**config.mk**
```make
export PLATFORM = sky130hd
export DESIGN_NAME = useq_sequencer
export DESIGN_NICKNAME = d
export VERILOG_FILES = /design/src/rtl/useq_pkg.sv /design/src/rtl/useq_stack.sv /design/src/rtl/useq_sequencer.sv
export SDC_FILE = /design/constraint.sdc
export NUM_CORES = 1
export LEC_CHECK = 0
export CAP_MARGIN = 20
export CELL_PAD_IN_SITES_DETAIL_PLACEMENT = 1
export CELL_PAD_IN_SITES_GLOBAL_PLACEMENT = 2
export CORE_ASPECT_RATIO = 1.1
export CORE_UTILIZATION = 43
export CTS_CLUSTER_DIAMETER = 30
export CTS_CLUSTER_SIZE = 25
export DETAILED_ROUTE_END_ITERATION = 10
export HOLD_SLACK_MARGIN = 0.1
export PLACE_DENSITY_LB_ADDON = 0.1
export SYNTH_ARGS = -nofsm -noshare
export SYNTH_HDL_FRONTEND = slang
export SYNTH_SLANG_ARGS = --single-unit
export TNS_END_PERCENT = 20
```
**constraint.sdc**
```tcl
create_clock -name clk -period 2.35 [get_ports clk]
set_input_delay 0.235 -clock clk [delete_from_list [all_inputs] [get_ports clk]]
set_output_delay 0.235 -clock clk [all_outputs]
set_load 0.03 [all_outputs]
```
**src/rtl/useq_pkg.sv**
```systemverilog
// Shared opcodes, FSM state encoding and word-width helper for the microprogram sequencer.
package useq_pkg;

  localparam logic [2:0] OP_CONT = 3'b000;
  localparam logic [2:0] OP_JZ   = 3'b001;
  localparam logic [2:0] OP_JMP  = 3'b010;
  localparam logic [2:0] OP_JNZ  = 3'b011;
  localparam logic [2:0] OP_CALL = 3'b100;
  localparam logic [2:0] OP_RET  = 3'b101;
  localparam logic [2:0] OP_HALT = 3'b110;
  localparam logic [2:0] OP_JC   = 3'b111;

  typedef enum logic {
    StIdle = 1'b0,
    StRun  = 1'b1
  } state_e;

  function automatic int unsigned word_width(input int unsigned aw, input int unsigned cw);
    return 3 + aw + cw;
  endfunction

endpackage

```
**src/rtl/useq_stack.sv**
```systemverilog
// Call/return LIFO. With Overwrite set, a push while full replaces the top entry and a pop
// while empty leaves the pointer at zero; top_o reads zero when empty.
module useq_stack #(
  parameter int unsigned W         = 4,
  parameter int unsigned Depth     = 4,
  parameter bit          Overwrite = 1'b1
) (
  input  logic         clk_i,
  input  logic         rst_i,
  input  logic         push_i,
  input  logic         pop_i,
  input  logic [W-1:0] data_i,
  output logic         full_o,
  output logic         empty_o,
  output logic [W-1:0] top_o
);

  localparam int unsigned SpW  = $clog2(Depth + 1);
  localparam int unsigned IdxW = (Depth > 1) ? $clog2(Depth) : 1;

  logic [SpW-1:0]  sp_q, sp_d;
  logic [W-1:0]    mem_q [Depth];
  logic [IdxW-1:0] top_idx, wr_idx;
  logic            wr_en;

  assign full_o  = (sp_q == SpW'(Depth));
  assign empty_o = (sp_q == '0);
  assign top_idx = IdxW'(sp_q - SpW'(1));
  assign top_o   = empty_o ? '0 : mem_q[top_idx];

  always_comb begin
    sp_d   = sp_q;
    wr_en  = 1'b0;
    wr_idx = IdxW'(sp_q);
    if (push_i) begin
      if (!full_o) begin
        wr_en = 1'b1;
        sp_d  = sp_q + SpW'(1);
      end else if (Overwrite) begin
        wr_en  = 1'b1;
        wr_idx = top_idx;
      end
    end else if (pop_i && !empty_o) begin
      sp_d = sp_q - SpW'(1);
    end
  end

  always_ff @(posedge clk_i or posedge rst_i) begin
    if (rst_i) begin
      sp_q <= '0;
    end else begin
      sp_q <= sp_d;
    end
  end

  // Entry storage is deliberately left unreset.
  always_ff @(posedge clk_i) begin
    if (wr_en) begin
      mem_q[wr_idx] <= data_i;
    end
  end

endmodule

```
**src/rtl/useq_sequencer.sv**
```systemverilog
// Microprogram sequencer with writable control store and call stack.
// Define USEQ_STACK_CHECK_EN to trap stack overflow/underflow onto the sticky err output.
module useq_sequencer
  import useq_pkg::*;
#(
  parameter int unsigned AW = 4,
  parameter int unsigned CW = 7,
  parameter int unsigned SD = 4
) (
  input  logic              clk,
  input  logic              reset,
  input  logic              ld_en,
  input  logic [AW-1:0]     ld_addr,
  input  logic [3+AW+CW-1:0] ld_data,
  input  logic              start,
  input  logic [AW-1:0]     start_addr,
  input  logic              z,
  input  logic              c,
  output logic [CW-1:0]     ctrl_bus,
  output logic              busy,
  output logic              done,
  output logic              err,
  output logic [AW-1:0]     upc
);

  localparam int unsigned WW = word_width(AW, CW);

`ifdef USEQ_STACK_CHECK_EN
  localparam bit StackOverwrite = 1'b0;
`else
  localparam bit StackOverwrite = 1'b1;
`endif

  logic [WW-1:0] store_q [2**AW];

  state_e        state_q, state_d;
  logic [AW-1:0] upc_q, upc_d;
  logic [CW-1:0] ctrl_q, ctrl_d;
  logic          busy_q, busy_d;
  logic          done_q, done_d;

  logic [WW-1:0] word;
  logic [2:0]    op;
  logic [AW-1:0] br;
  logic [AW-1:0] upc_inc;
  logic          stk_push, stk_pop, stk_full, stk_empty;
  logic [AW-1:0] stk_top;

  always_ff @(posedge clk) begin
    if (ld_en && (state_q == StIdle)) begin
      store_q[ld_addr] <= ld_data;
    end
  end

  assign word    = store_q[upc_q];
  assign op      = word[WW-1 -: 3];
  assign br      = word[CW +: AW];
  assign upc_inc = upc_q + AW'(1);

  useq_stack #(
    .W        (AW),
    .Depth    (SD),
    .Overwrite(StackOverwrite)
  ) u_stack (
    .clk_i  (clk),
    .rst_i  (reset),
    .push_i (stk_push),
    .pop_i  (stk_pop),
    .data_i (upc_inc),
    .full_o (stk_full),
    .empty_o(stk_empty),
    .top_o  (stk_top)
  );

`ifdef USEQ_STACK_CHECK_EN
  logic err_q, err_d;
  logic fault;
  assign err = err_q;
`else
  logic unused_stk_flags;
  assign unused_stk_flags = ^{stk_full, stk_empty};
  assign err = 1'b0;
`endif

  always_comb begin
    state_d  = state_q;
    upc_d    = upc_q;
    ctrl_d   = ctrl_q;
    busy_d   = busy_q;
    done_d   = 1'b0;
    stk_push = 1'b0;
    stk_pop  = 1'b0;
`ifdef USEQ_STACK_CHECK_EN
    err_d    = err_q;
    fault    = 1'b0;
`endif
    unique case (state_q)
      StIdle: begin
        ctrl_d = '0;
        busy_d = 1'b0;
        if (start) begin
          state_d = StRun;
          upc_d   = start_addr;
          busy_d  = 1'b1;
`ifdef USEQ_STACK_CHECK_EN
          err_d   = 1'b0;
`endif
        end
      end
      StRun: begin
        ctrl_d = word[CW-1:0];
        unique case (op)
          OP_CONT: upc_d = upc_inc;
          OP_JZ:   upc_d = z ? br : upc_inc;
          OP_JMP:  upc_d = br;
          OP_JNZ:  upc_d = z ? upc_inc : br;
          OP_CALL: begin
`ifdef USEQ_STACK_CHECK_EN
            fault = stk_full;
`endif
            stk_push = 1'b1;
            upc_d    = br;
          end
          OP_RET: begin
`ifdef USEQ_STACK_CHECK_EN
            fault = stk_empty;
`endif
            stk_pop = 1'b1;
            upc_d   = stk_top;
          end
          OP_HALT: begin
            done_d  = 1'b1;
            busy_d  = 1'b0;
            state_d = StIdle;
          end
          OP_JC:   upc_d = c ? br : upc_inc;
          default: upc_d = upc_inc;
        endcase
`ifdef USEQ_STACK_CHECK_EN
        // A trapped stack op aborts to idle and leaves the stack untouched.
        if (fault) begin
          stk_push = 1'b0;
          stk_pop  = 1'b0;
          upc_d    = upc_q;
          ctrl_d   = '0;
          busy_d   = 1'b0;
          state_d  = StIdle;
          err_d    = 1'b1;
        end
`endif
      end
      default: state_d = StIdle;
    endcase
  end

  always_ff @(posedge clk or posedge reset) begin
    if (reset) begin
      state_q <= StIdle;
      upc_q   <= '0;
      ctrl_q  <= '0;
      busy_q  <= 1'b0;
      done_q  <= 1'b0;
    end else begin
      state_q <= state_d;
      upc_q   <= upc_d;
      ctrl_q  <= ctrl_d;
      busy_q  <= busy_d;
      done_q  <= done_d;
    end
  end

`ifdef USEQ_STACK_CHECK_EN
  always_ff @(posedge clk or posedge reset) begin
    if (reset) begin
      err_q <= 1'b0;
    end else begin
      err_q <= err_d;
    end
  end
`endif

  assign ctrl_bus = ctrl_q;
  assign busy     = busy_q;
  assign done     = done_q;
  assign upc      = upc_q;

endmodule
```
==> key figures <==
Setup path
  • Cells along the critical path: mux4_2 -> mux4_2 -> or3_4 -> a221oi_2 -> a22oi_1
  • Worst Setup End Kind: register
  • Delay of the slowest cell on the worst path: 0.53 ns
  • Cell type with the highest occurrence count on the critical path: sky130_fd_sc_hd__mux4_2
  • Arr. time, crit path: 2.88 ns
  • Worst Path Required: ~2.8 ns
  • Biggest fanout along the worst timing path: 8
  • Classification of the worst setup path: register to register
  • Critical-path top delay cell: sky130_fd_sc_hd__mux4_2
  • Startpoint class of the critical path: register

Logic synthesis
  • Fraction of synthesis flops using an asynchronous set or reset pin: 0.0661
  • Count of synthesis-stage warnings from yosys: 0
  • Number of flops mapped to enable cells by yosys: 240
  • Post-synth cell types: 54
  • Predominant post-synthesis flop cell: sky130_fd_sc_hd__edfxtp_1
  • Post-synthesis register bit count: between 200 and 300
  • Compound-gate portion of the synthesized area: 0.0254
  • Sequential share of the synthesized area: 0.739
  • Main combinational cell family by area after synthesis: multiplexers
  • Area share of the largest cell type after synthesis: 0.698
  • Gate count of the mapped netlist: about 510
  • Avg Inst Size Synth: just over 20 um2
  • Fraction of synthesized area in multiplexers: 0.167
  • Synth top area cells: sky130_fd_sc_hd__edfxtp_1 (70%), sky130_fd_sc_hd__mux4_2 (14%), sky130_fd_sc_hd__dfrtp_1 (4.1%)
  • Library cell occupying the most area in the post-synthesis netlist: sky130_fd_sc_hd__edfxtp_1
  • Adder-Cell Fraction of Synth Area: 0.00485
  • Cell Area, Synth: about 10000 um2
  • Synthesized netlist net count: 537
  • Synth Area in Simple Gates: 0.0405
  • Parity-gate share of the synthesized area counting xor and xnor cells: 0.00594

Timing
  • Achievable Freq: between 400 and 500 MHz
  • Final period demand of the worst path: 2.48 ns
  • Slew at the pin closest to its max-slew limit: ~0.64 ns
  • Setup WS post-layout: -0.131 ns
  • Number of endpoints failing setup at the final stage: 13
  • RSZ-0062 raised after global routing: true
  • Hold Slack: slightly above 0.09 ns
  • Number of pins exceeding their max-slew limit in the final report: 0
  • Final-report hold violation count: 0
  • Fraction of the cycle the final worst path needs: 1.06
  • Final-layout setup total negative slack: -0.471 ns
  • Worst Clk Skew: 0.0198 ns
  • Remaining max-slew budget at the tightest pin: 0.576

Floorplan
  • FP Rows: approximately 60
  • Overall die area: 24600 um2
  • Horizontal die dimension: about 150 um
  • Die span in y: 165 um
  • Core area: ~24000 um2
  • I/O pin total: between 40 and 50
  • Initial core utilization: 0.437

Clocking
  • Clock transition at path regs: roughly 0.050 ns
  • H-tree levels: 2
  • Clock buffer depth: 3
  • CTS tree: built
  • Number of buffers inserted during clock tree synthesis: 48
  • Clock insertion delay at the later pin of the skew report: around 0.54 ns
  • Root cell of the clock tree: sky130_fd_sc_hd__clkbuf_16
  • Total clock sinks: ~260
  • Cts hold-fix bufs: 0

Route
  • Routed len/inst: about 26 um
  • Number of vias per cell after detailed routing: between 5 and 6
  • First drt pass iteration count: 4
  • Detailed-route wire length: 25600 um
  • Antenna Nets Post-Route: 0
  • Sum of met3 wire segment lengths after detailed routing: between 1000 and 1500 um
  • Detailed-routing wirelength on met1: roughly 11000 um
  • Highest metal layer with signal wires: met4
  • Met2 wire len: around 13000 um
  • Routed via count: between 5000 and 6000
  • Post-route DRC violation count: 0
  • 1st-iter DRT viols: approximately 350

Global routing
  • Initial antenna violation count: 0
  • GR Util All Layers: 0.219
  • Wire length of the first global-routing pass: 38000 um
  • Via count of the first global-routing pass: 6055
  • Pin count of the biggest net entering global routing: 17
  • GRT Residual Overflow: 0

Power
  • Leakage power summed over all cells: ~0.0047 uW
  • Worst voltage drop across the vdd grid: 0.819 mV
  • Pwr Density: about 1400 nW/um2

Finish
  • Highest-count cells in the layout ignoring fill and taps: sky130_fd_sc_hd__edfxtp_1 (240), sky130_fd_sc_hd__buf_4 (69), sky130_fd_sc_hd__mux4_2 (66)
  • Number of inserted diodes: 0
  • Ratio of cells with drive above 1 in the final layout: 0.385
  • Most common cell after layout, fill and taps aside: sky130_fd_sc_hd__edfxtp_1
  • Area delta synth->final: 30.5%
  • Final-stage net count: 689

Run status
  • Outcome: finished, violations left
  • Violated checks: setup timing

Place
  • Detail Placement HPWL: roughly 16000 um
  • Port buffer count: 40
  • Placer's final routability congestion estimate: between 0.8 and 0.9

Job
  • Max-cap check violation count: 0

Hold path
  • Type of the most critical hold path: primary input to asynchronous set/reset pin
synth_stat cells, drive strengths merged (2+ instances only):
master  instances
mux2i          15
and3            2
o32a            2
mux2            2
a21oi           8
a22oi           3
dfrtp          17
xor2            3
a221oi          3
nor3            7
clkbuf          9
ha              4
and2           10
inv             9
or3             2
edfxtp        240
nand4           2
mux4           68
nor2b           5
nand2          12
buf            14
nand3b          3
nor2           27
nand3           3
nand2b          4
o21ai           8
xnor2           4
power breakdown:
group	switching (uW)	internal, uW
logic	3140	3400
registers	145	5340
clock network	2410	4370
state kept, by name (all words and copies together), names as in the netlist:
name and flops:
busy 1, ctrl_bus 7, done 1, state_q 1
store_q 224, u_stack.mem_q 16, u_stack.sp_q 3, upc 4
worst paths after layout:
check / from / end / slack (ns) / depth (start not counted)
setup / recovery: upc[0]$_DFFE_PP0P_ / upc[0]$_DFFE_PP0P_ / -0.13 / 5
hold / removal: reset / ctrl_bus[5]$_DFF_PP0_ / 0.09 / 2
setup reg to reg: upc[0]$_DFFE_PP0P_ / upc[0]$_DFFE_PP0P_ / -0.13 / 5
hold reg to reg: u_stack.sp_q[2]$_DFFE_PP0P_ / u_stack.sp_q[2]$_DFFE_PP0P_ / 0.48 / 1
max in group asynchronous: reset / ctrl_bus[4]$_DFF_PP0_ / 1.70 / 3
min in group clk: u_stack.sp_q[2]$_DFFE_PP0P_ / u_stack.sp_q[2]$_DFFE_PP0P_ / 0.48 / 1
cell type report:
| class | instances | area, um2 |
|---|---|---|
| Inverter | 10 | 37.5 |
| Sequential cell | 257 | 7640 |
| Clock buffer | 55 | 1260 |
| Clock inverter | 35 | 365 |
| Fill cell | 2100 | 10100 |
| Multi-Input combinational cell | 215 | 2660 |
| Timing Repair Buffer | 125 | 1140 |
| Tap cell | 305 | 382 |
worst max-delay path, delay by kind of cell (launching register included):
family | cells | cell delay, ns
and+or+nand+nor | 1 | 0.39
muxes | 2 | 1.05
AOI/OAI and AO/OA | 2 | 0.39
DFF | 1 | 0.52
timing repair:
action                                  in CTS  in global routing
setup buffers                               10                  1
endpoints found under the setup margin      32                 28
pin swaps                                    5                  6
endpoints found under the hold margin        0                  0
resized for setup                           31                 20
layer usage:
metal  up-vias  global-route usage
met5         -                   0
met4         0              0.0785
met3        51              0.0376
met2       154               0.370
met1      2859               0.285
li1       2404                   -
metrics by stage:
| stage | setup slack, ns | instance area, um2 | cells | utilization | total power, uW |
|---|---|---|---|---|---|
| after floorplan | -0.126 | 10400 | 505 | - | 9300 |
| after global placement | -0.230 | 11600 | 901 | 0.490 | 11200 |
| after detailed placement | -0.333 | 11600 | 901 | 0.490 | 11300 |
| after CTS | -0.139 | 13400 | 1001 | 0.568 | 18800 |
| after global routing | -0.210 | 13500 | 1002 | 0.571 | 19600 |
| final | -0.131 | 13500 | 1002 | 0.571 | 18800 |
kinds of logic after synthesis:
kind of cell	Yosys count
flops	257
mux	85
simple gates	81
compound gates	37
buf+inv	33
xor+xnor	7
fa+ha+maj	4
other cells	1
(Power assumes the default switching activity.)
